### config.mk
export PLATFORM = sky130hd
export DESIGN_NAME = ew_fifo_wr_ctrl
export DESIGN_NICKNAME = d
export VERILOG_FILES = /design/src/rtl/ew_fifo_wr_ctrl.sv
export SDC_FILE = /design/constraint.sdc
export NUM_CORES = 1
export LEC_CHECK = 0
export ABC_CLOCK_PERIOD_IN_PS = 2300
export BUFFER_PORTS_ARGS = -buffer_cell sky130_fd_sc_hd__clkbuf_2
export CAP_MARGIN = 20
export CORE_UTILIZATION = 45
export DETAILED_ROUTE_END_ITERATION = 10
export GPL_TIMING_DRIVEN = 0
export PLACE_DENSITY_LB_ADDON = 0.15
export SYNTH_ARGS = -nofsm -noshare
export SYNTH_HDL_FRONTEND = slang
export SYNTH_SLANG_ARGS = --single-unit
### constraint.sdc
create_clock -name clk -period 2.3 [get_ports clk]
set_input_delay 0.23 -clock clk [delete_from_list [all_inputs] [get_ports clk]]
set_output_delay 0.23 -clock clk [all_outputs]
set_load 0.05 [all_outputs]
### src/rtl/ew_fifo_wr_ctrl.sv
// Write-domain pointer and flag controller for the asynchronous FIFO.
// Publishes a registered Gray write pointer and derives full/almost_full/count/overflow.
module ew_fifo_wr_ctrl #(
   parameter int ADDR_WIDTH = 4,
   parameter int AF_LEVEL   = 2,
   parameter int ERR_MODE   = 0
) (
   input  logic                  clk,
   input  logic                  rst_n,
   input  logic                  init_n,
   input  logic                  push,
   input  logic [ADDR_WIDTH:0]   rd_ptr_gray_s,
   output logic                  wr_en,
   output logic [ADDR_WIDTH-1:0] wr_addr,
   output logic [ADDR_WIDTH:0]   wr_ptr_gray,
   output logic [ADDR_WIDTH:0]   wr_count,
   output logic                  almost_full,
   output logic                  full,
   output logic                  overflow
);

   localparam int PW = ADDR_WIDTH + 1;
   localparam logic [PW-1:0] DEPTH  = {1'b1, {ADDR_WIDTH{1'b0}}};
   localparam logic [PW-1:0] AF_THR = DEPTH - PW'(AF_LEVEL);

   function automatic logic [PW-1:0] bin2gray(input logic [PW-1:0] b);
      return b ^ (b >> 1);
   endfunction

   function automatic logic [PW-1:0] gray2bin(input logic [PW-1:0] g);
      logic [PW-1:0] b;
      b[PW-1] = g[PW-1];
      for (int i = PW - 2; i >= 0; i--) begin
         b[i] = b[i+1] ^ g[i];
      end
      return b;
   endfunction

   logic [PW-1:0] wptr_q, wptr_d;
   logic [PW-1:0] gray_q, gray_d;
   logic [PW-1:0] count_q, count_d;
   logic          full_q, full_d;
   logic          af_q, af_d;
   logic          ovf_q, ovf_d;
   logic [PW-1:0] rptr_bin;
   logic          reject;

   // Accept decision uses the registered full, so a push can never race the flag.
   assign wr_en    = push & ~full_q & init_n;
   assign reject   = push & full_q & init_n;
   assign rptr_bin = gray2bin(rd_ptr_gray_s);

   always_comb begin
      wptr_d  = wptr_q + {{ADDR_WIDTH{1'b0}}, wr_en};
      gray_d  = bin2gray(wptr_d);
      count_d = wptr_d - rptr_bin;
      full_d  = (count_d == DEPTH);
      af_d    = (count_d >= AF_THR);
      ovf_d   = (ERR_MODE == 1) ? reject : (ovf_q | reject);
      if (!init_n) begin
         wptr_d  = '0;
         gray_d  = '0;
         count_d = '0;
         full_d  = 1'b0;
         af_d    = 1'b0;
         ovf_d   = 1'b0;
      end
   end

   always_ff @(posedge clk or negedge rst_n) begin
      if (!rst_n) begin
         wptr_q  <= '0;
         gray_q  <= '0;
         count_q <= '0;
         full_q  <= 1'b0;
         af_q    <= 1'b0;
         ovf_q   <= 1'b0;
      end else begin
         wptr_q  <= wptr_d;
         gray_q  <= gray_d;
         count_q <= count_d;
         full_q  <= full_d;
         af_q    <= af_d;
         ovf_q   <= ovf_d;
      end
   end

   assign wr_addr     = wptr_q[ADDR_WIDTH-1:0];
   assign wr_ptr_gray = gray_q;
   assign wr_count    = count_q;
   assign almost_full = af_q;
   assign full        = full_q;
   assign overflow    = ovf_q;

endmodule
==> results of run 1 <==
==> layer usage <==
metal,vias up,share of wire (%),GRT usage (%)
met1,312,44,23.2
met3,2,3.3,4.23
li1,320,-,-
met5,-,0,0
met4,0,1.0,6.29
met2,22,51,30.7
==> registers in the layout, indices dropped and copies added, names as in the netlist <==
register     flops
almost_full      1
full             1
overflow         1
wptr_q           4
wr_count         5
wr_ptr_gray      5
==> critical path: cells and delay by family <==
kind / cells / cell delay [ns]
fa+ha+maj: 2 / 0.64
compound gates: 1 / 0.19
xor+xnor: 3 / 0.78
mux: 1 / 0.25
simple gates: 1 / 0.21
buf+inv: 1 / 0.13
==> worst max path at each step <==
stage	depth (start not counted)	slack, ns	end	startpoint
final	9	0.07	full	rd_ptr_gray_s[4]
after global routing	9	-0.006	full	rd_ptr_gray_s[4]
after CTS	9	0.04	full	rd_ptr_gray_s[3]
after detailed placement	9	-0.44	full	rd_ptr_gray_s[3]
after global placement	9	-0.40	full	rd_ptr_gray_s[3]
after floorplan	10	-0.13	full	full
==> cell type report <==
type / count / area [um2]
Buffer: 1 / 3.75
Clock buffer: 3 / 22.5
Clock inverter: 1 / 5.00
Fill cell: 171 / 642
Inverter: 6 / 22.5
Multi-Input combinational cell: 55 / 628
Sequential cell: 17 / 427
Tap cell: 27 / 33.8
Timing Repair Buffer: 29 / 158
==> cell families after synthesis <==
group | count (synthesis) | synth area share, %
AOI/OAI and AO/OA | 7 | 5.01
xor gates and xnor gates | 14 | 19.6
adders and majority gates | 7 | 10.3
buffers and inverters | 7 | 2.84
DFF | 17 | 46.0
muxes | 1 | 1.08
and+or+nand+nor | 26 | 15.2
==> per-stage QoR <==
step,worst slack (ns),util [%],instances
6_report,0.0694,66.9,139
3_5_place_dp,-0.442,61.8,132
2_1_floorplan,-0.132,-,79
4_1_cts,0.0408,64.5,138
3_3_place_gp,-0.403,61.8,132
5_1_grt,-0.00583,66.9,139
==> cell usage in the layout (no fill, tap or decap), drive strengths merged <==
cell type     n
clkbuf       29
nand2         4
xnor3         2
buf           3
ha            6
xor2          4
nor3          1
inv           6
a31o          1
nand2b        1
and2          4
or2           2
xnor2         7
nor4b         1
and3          1
o31ai         1
dlygate4sd3   1
o21ai         1
clkinv        1
xor3          1
dfrtp        17
nor2         11
a21oi         4
nand3         1
fa            1
mux2i         1
==> power groups by stage <==
stage	Sequential, mW	Combinational, mW	Clock (mW)
final	0.339	0.378	0.166
after global placement	0.344	0.339	0
after global routing	0.342	0.405	0.182
after CTS	0.339	0.353	0.172
after detailed placement	0.346	0.347	0
after floorplan	0.452	0.160	0
==> repair_timing <==
action                                 in CTS  in global routing
endpoints found under the hold margin      17                  0
setup endpoints to repair                   1                  3
hold buffers                                1                  0
buffers inserted                            1                  1
pin swaps                                   0                  3
gates resized for setup                     1                  7
==> impl_results.md, run 1 <==
* Synthesized instance count at 79
* Most frequent cell after synthesis: dfrtp_1
* Lkg Pwr at 0.639 nW
* Worst R2R Path Depth at 9
* Final wirelength at approximately 1800 um
* Hold path depth at 3
* Part of the power in registers at a little under two fifths
* Fmax at roughly 450 MHz
* Initial antenna violation count at 0
* Core ar. at approximately 0.002 mm2
* Seq/Total Area, Yosys at between 40% and 50%
* H-Tree Depth at 1
* Full die area at 0.00224 mm2
* Synth area leader: dfrtp_1
* DR DRC count at 0
* Final hold slack at between 0.15 and 0.2 ns
* Synth cell types at 27
* Hpwl dp at between 1000 and 1500 um
* Largest fanout on the critical path at 3
* Synth Register Bits at 17
* Vias per cell at ~4.7
* CP Class: input port to flop
* Initial drt markers at 7
* Via Count at between 600 and 700
* P_sw at 359 uW
* Worst-margin pin slew at 0.442 ns
* Clock buffer depth at 2
* FF-to-FF End: full
* CTS tree: built
* Hold Path Sink: overflow
* Worst r2r src: full
* Top cell type's share of synthesized area at 46.0%
* Net Sw Frac at a little over 40%
* IO Count at 27
* Clock sink total at 17
* Hold Vio Cnt, Final at 0
* Final period util at between 90% and 100%
* P per Cell Area at 679 mW/mm2
* CTS Root Cell: clkbuf_4
* Routed WL per cell at roughly 13 um
* Final-stage net count at roughly 130
* Max stage delay cell, worst path: fa_2
* Mapped Area at just over 900 um2
* Pre-antenna DRT Iters at 4
* Post-route ant nets at 0
* Tot Pwr at a little under 900 uW
* Status: finished, final reports clean
* Synth warnings at 0
* Critical Path End Type: flop
* Synthesized Nets at 95
* Commonest register cell after synthesis: dfrtp_1
* Share of layout cells above drive strength 1 at approximately half
* Post-Syn Area per Cell at approximately 12 um2
* Int Pwr at approximately 520 uW
* Tmin final at about 2.2 ns
* Slew Viols, Final at 0
* HP Class: input port to flop
* Die span in y at 47.3 um
* Final Skew at between 0.002 and 0.0025 ns
* Comb power frac at between 40% and 50%
* DIE WIDTH at between 40 and 50 um
* ANT cells at 0
* Critical Path RT at 2.51 ns
* Synthesis-to-finish area growth at 40.6%
* Site row count at 16
* Slowest stage delay, CP at ~0.44 ns
* Slew headroom at 70.5%
* Critical path arrival at about 2.4 ns
* EDFF count, synth at 0
* Clk_lat worst skew at 0.29 ns
* Grt ovf at 0
* CTS Buf Count at 3
* Largest net degree at the start of global routing at 18
* Clock power share at a little under a fifth
* Vias in the first global route at between 500 and 600
* Max IR drop VDD at 0.000615 V
* GRT Total Usage at a little under a fifth
* Finish-stage setup viols at 0
* Crit-path cells: buf_4, xnor3_2, xor2_4, xnor2_2, ha_2, fa_2, o31ai_4, mux2i_1, nor4b_4
* Area contributors post-synth: dfrtp_1 46%, ha_1 8.1%, xnor2_1 5.7%
* Max-cap check violation count at 0
* Critical Path Start Type: input port
* Asr flop ratio synth at between 90% and 100%
* Global-route wire length before repair at 2680 um
* Hold_sp: push
* PortBufs at 26
* Post-placement cell area at about 0.0012 mm2
* Setup TNS Final at 0 ns
* Reg-to-reg slack, setup at roughly 0.10 ns
* Post-route cell area at around 0.0013 mm2
* Synth top cells by count: 17 x dfrtp_1, 11 x nor2_1, 6 x ha_1, 6 x inv_1, 6 x xnor2_1
* Initial Util at 47.6%
* RSZ-0062 raised after global routing: true
* Final RePlAce weighted congestion at approximately 0.75
* Clock Pin Slew Worst Setup and Hold Paths at 0.11 ns
(Power assumes the default switching activity.)
==> run 2: changes to the inputs <==
--- a/config.mk
+++ b/config.mk
@@ -5,6 +5,7 @@
 export SDC_FILE = /design/constraint.sdc
 export NUM_CORES = 1
 export LEC_CHECK = 0
+export ABC_AREA = 1
 export ABC_CLOCK_PERIOD_IN_PS = 2300
 export BUFFER_PORTS_ARGS = -buffer_cell sky130_fd_sc_hd__clkbuf_2
 export CAP_MARGIN = 20
==> impl_results.md, run 2 <==
* Critical Path RT at around 2.5 ns
* Clock Pin Slew Worst Setup and Hold Paths at 0.10 ns
* Site row count at 16
* # fillers at approximately 180
* Synth cell types at 21
* Via Count at 784
* H-Tree Depth at 1
* Area contributors post-synth: dfrtp_1 46%, ha_1 8.1%, nand2_1 8.1%
* Vias per cell at approximately 4.8
* Worst Setup Slack, final at around 0.16 ns
* Max stage delay cell, worst path: fa_2
* Worst r2r src: full
* Reg-to-reg slack, setup at around 0.27 ns
* DIE WIDTH at roughly 47 um
* Fmax at approximately 470 MHz
* Post-Syn Area per Cell at slightly below 9 um2
* Share of layout cells above drive strength 1 at about a third
* Lkg Pwr at roughly 0.68 nW
* Multi-input logic area at ~510 um2
* Int Pwr at ~480 uW
* Slew Viols, Final at 0
* Synthesis-to-finish area growth at 31.2%
* EDFF count, synth at 0
* Pre-antenna DRT Iters at 4
* Commonest register cell after synthesis: dfrtp_1
* ANT cells at 0
* Synthesized instance count at roughly 110
* Finish-stage setup viols at 0
* Hold_sp: push
* Critical Path End Type: flop
* Routed WL per cell at roughly 11 um
* Die span in y at roughly 47 um
* Crit path top cell by count: nand3_1
* Critical path arrival at about 2.4 ns
* Max IR drop VDD at just under 0.0007 V
* CTS Buf Count at 3
* HP Class: input port to flop
* Most frequent cells in the layout: 26 x clkbuf_2, 20 x nand2_1, 16 x dfrtp_1
* Part of the power in registers at between 40% and 50%
* Initial antenna violation count at 0
* Post-placement cell area at approximately 0.0011 mm2
* Grt ovf at 0
* PortBufs at 26
* Initial Util at a little under half
* DR DRC count at 0
* Worst-margin pin slew at around 0.42 ns
* Vias in the first global route at roughly 700
* FF-to-FF End: full
* Hold Path Sink: overflow
* Status: finished, final reports clean
* Core ar. at approximately 0.0019 mm2
* Final wirelength at roughly 1900 um
* Final-stage net count at 154
* Hold Vio Cnt, Final at 0
* Setup TNS Final at 0 ns
* FF/Latch Area at between 400 and 500 um2
* RSZ-0062 raised after global routing: false
* Slowest stage delay, CP at around 0.43 ns
* Asr flop ratio synth at 100%
* Most common cell after layout, fill and taps aside: clkbuf_2
* P_sw at roughly 300 uW
* Mapped Area at just over 900 um2
* Tot Pwr at between 700 and 800 uW
* Worst R2R Path Depth at 10
* Synth area leader: dfrtp_1
* Hold path depth at 3
* Comb power frac at 36.6%
* Slew headroom at between 70% and 80%
* Seq/Total Area, Yosys at between 40% and 50%
* Post-route ant nets at 0
* Critical Path Start Type: input port
* Synth warnings at 0
* CTS tree: built
* CP Class: input port to flop
* Full die area at between 0.002 and 0.0025 mm2
* Top cell type's share of synthesized area at approximately 46%
* Synth Register Bits at 17
* Clock power share at 20.4%
* Final hold slack at approximately 0.19 ns
* Clk_lat worst skew at between 0.2 and 0.3 ns
* P per Cell Area at between 600 and 700 mW/mm2
* Final period util at 93.2%
* Post-place setup slack at -0.261 ns
* Final Skew at around 0.005 ns
* Final RePlAce weighted congestion at between 0.7 and 0.8
* Largest fanout on the critical path at 3
* Largest net degree at the start of global routing at 18
* GRT Total Usage at roughly a fifth
* Clock buffer depth at 2
* Max-cap check violation count at 0
* CTS Root Cell: clkbuf_4
* Initial drt markers at 12
* Net Sw Frac at 38.3%
* IO Count at 27
* Synthesized Nets at about 120
* Most frequent cell after synthesis: nand2_1
* Tmin final at ~2.1 ns
* Hpwl dp at approximately 1500 um
* Post-route cell area at 0.00122 mm2
* Global-route wire length before repair at about 2800 um
* Synth top cells by count: 20 x nand2_1, 17 x dfrtp_1, 15 x inv_1, 10 x nand3_1, 10 x nor2_1
* Clock sink total at 17
* Crit-path cells: clkbuf_2, inv_2, nand2_1, nand3_1, nand2_4, xor2_4, xor2_1, inv_1, ha_1, fa_2, xor2_2, and3_1, nand3_1, nor2_1
run 2: changes by cell type after synthesis, moves of 2 or more:
cell,previous run,this run
xnor2_1,6,1
nand4_1,0,4
inv_2,0,2
inv_1,6,15
nand2_2,0,2
and2_1,4,0
nand2_1,4,20
nand3_1,1,10
run 2: worst max path at each step:
stage	start	to	slack, ns	cells past startpoint
global route	rd_ptr_gray_s[4]	full	0.006	14
finish	rd_ptr_gray_s[4]	full	0.16	14
CTS	rd_ptr_gray_s[4]	full	0.06	14
floorplan	full	full	0.03	10
global placement	rd_ptr_gray_s[4]	full	-0.20	14
detailed placement	rd_ptr_gray_s[4]	full	-0.26	14
run 2: power groups by stage:
stage               combinational (mW)  clock [mW]  sequential (mW)
CTS                              0.268       0.165            0.332
finish                           0.283       0.158            0.331
floorplan                        0.111           0            0.426
detailed placement               0.266           0            0.338
global placement                 0.260           0            0.337
global route                     0.313       0.176            0.335
run 2: final cells by class:
class | count | share of cell area, %
Multi-Input combinational cell | 70 | 42.2
Sequential cell | 17 | 35.1
Timing Repair Buffer | 28 | 12.1
Inverter | 18 | 5.56
Tap cell | 27 | 2.78
Clock buffer | 3 | 1.85
Clock inverter | 1 | 0.412
run 2: cells by family after synthesis:
family	after synthesis	share of synthesized area (%)
AND/OR/NAND/NOR	49	23.9
adder cells (fa/ha/maj)	7	10.3
buffers and inverters	18	7.29
XOR/XNOR	6	7.29
AO/OA/AOI/OAI	8	5.40
flip-flops	17	45.9
run 2: what timing repair did:
action	in CTS	in global routing
setup endpoints to repair	0	1
gates resized for setup	0	3
setup buffers	0	1
hold buffers	1	0
hold endpoints to repair	17	0
run 2: critical path: cells and delay by family:
family	cells	cell delay, ns
and+or+nand+nor	6	0.74
xor gates and xnor gates	3	0.53
adders and majority gates	2	0.66
buffers and inverters	3	0.22
run 2: metrics by stage:
step / util (%) / instances
global route: 62.6 / 164
global placement: 59.1 / 158
finish: 62.6 / 164
floorplan: - / 105
CTS: 61.0 / 163
detailed placement: 59.1 / 158
run 2: metal layers:
layer	up-vias	track usage, %	part of all wire (%)
li1	402	-	-
met2	17	33.7	51
met4	0	6.86	1.4
met3	4	4.62	2.8
met1	361	21.5	45
met5	-	0	0
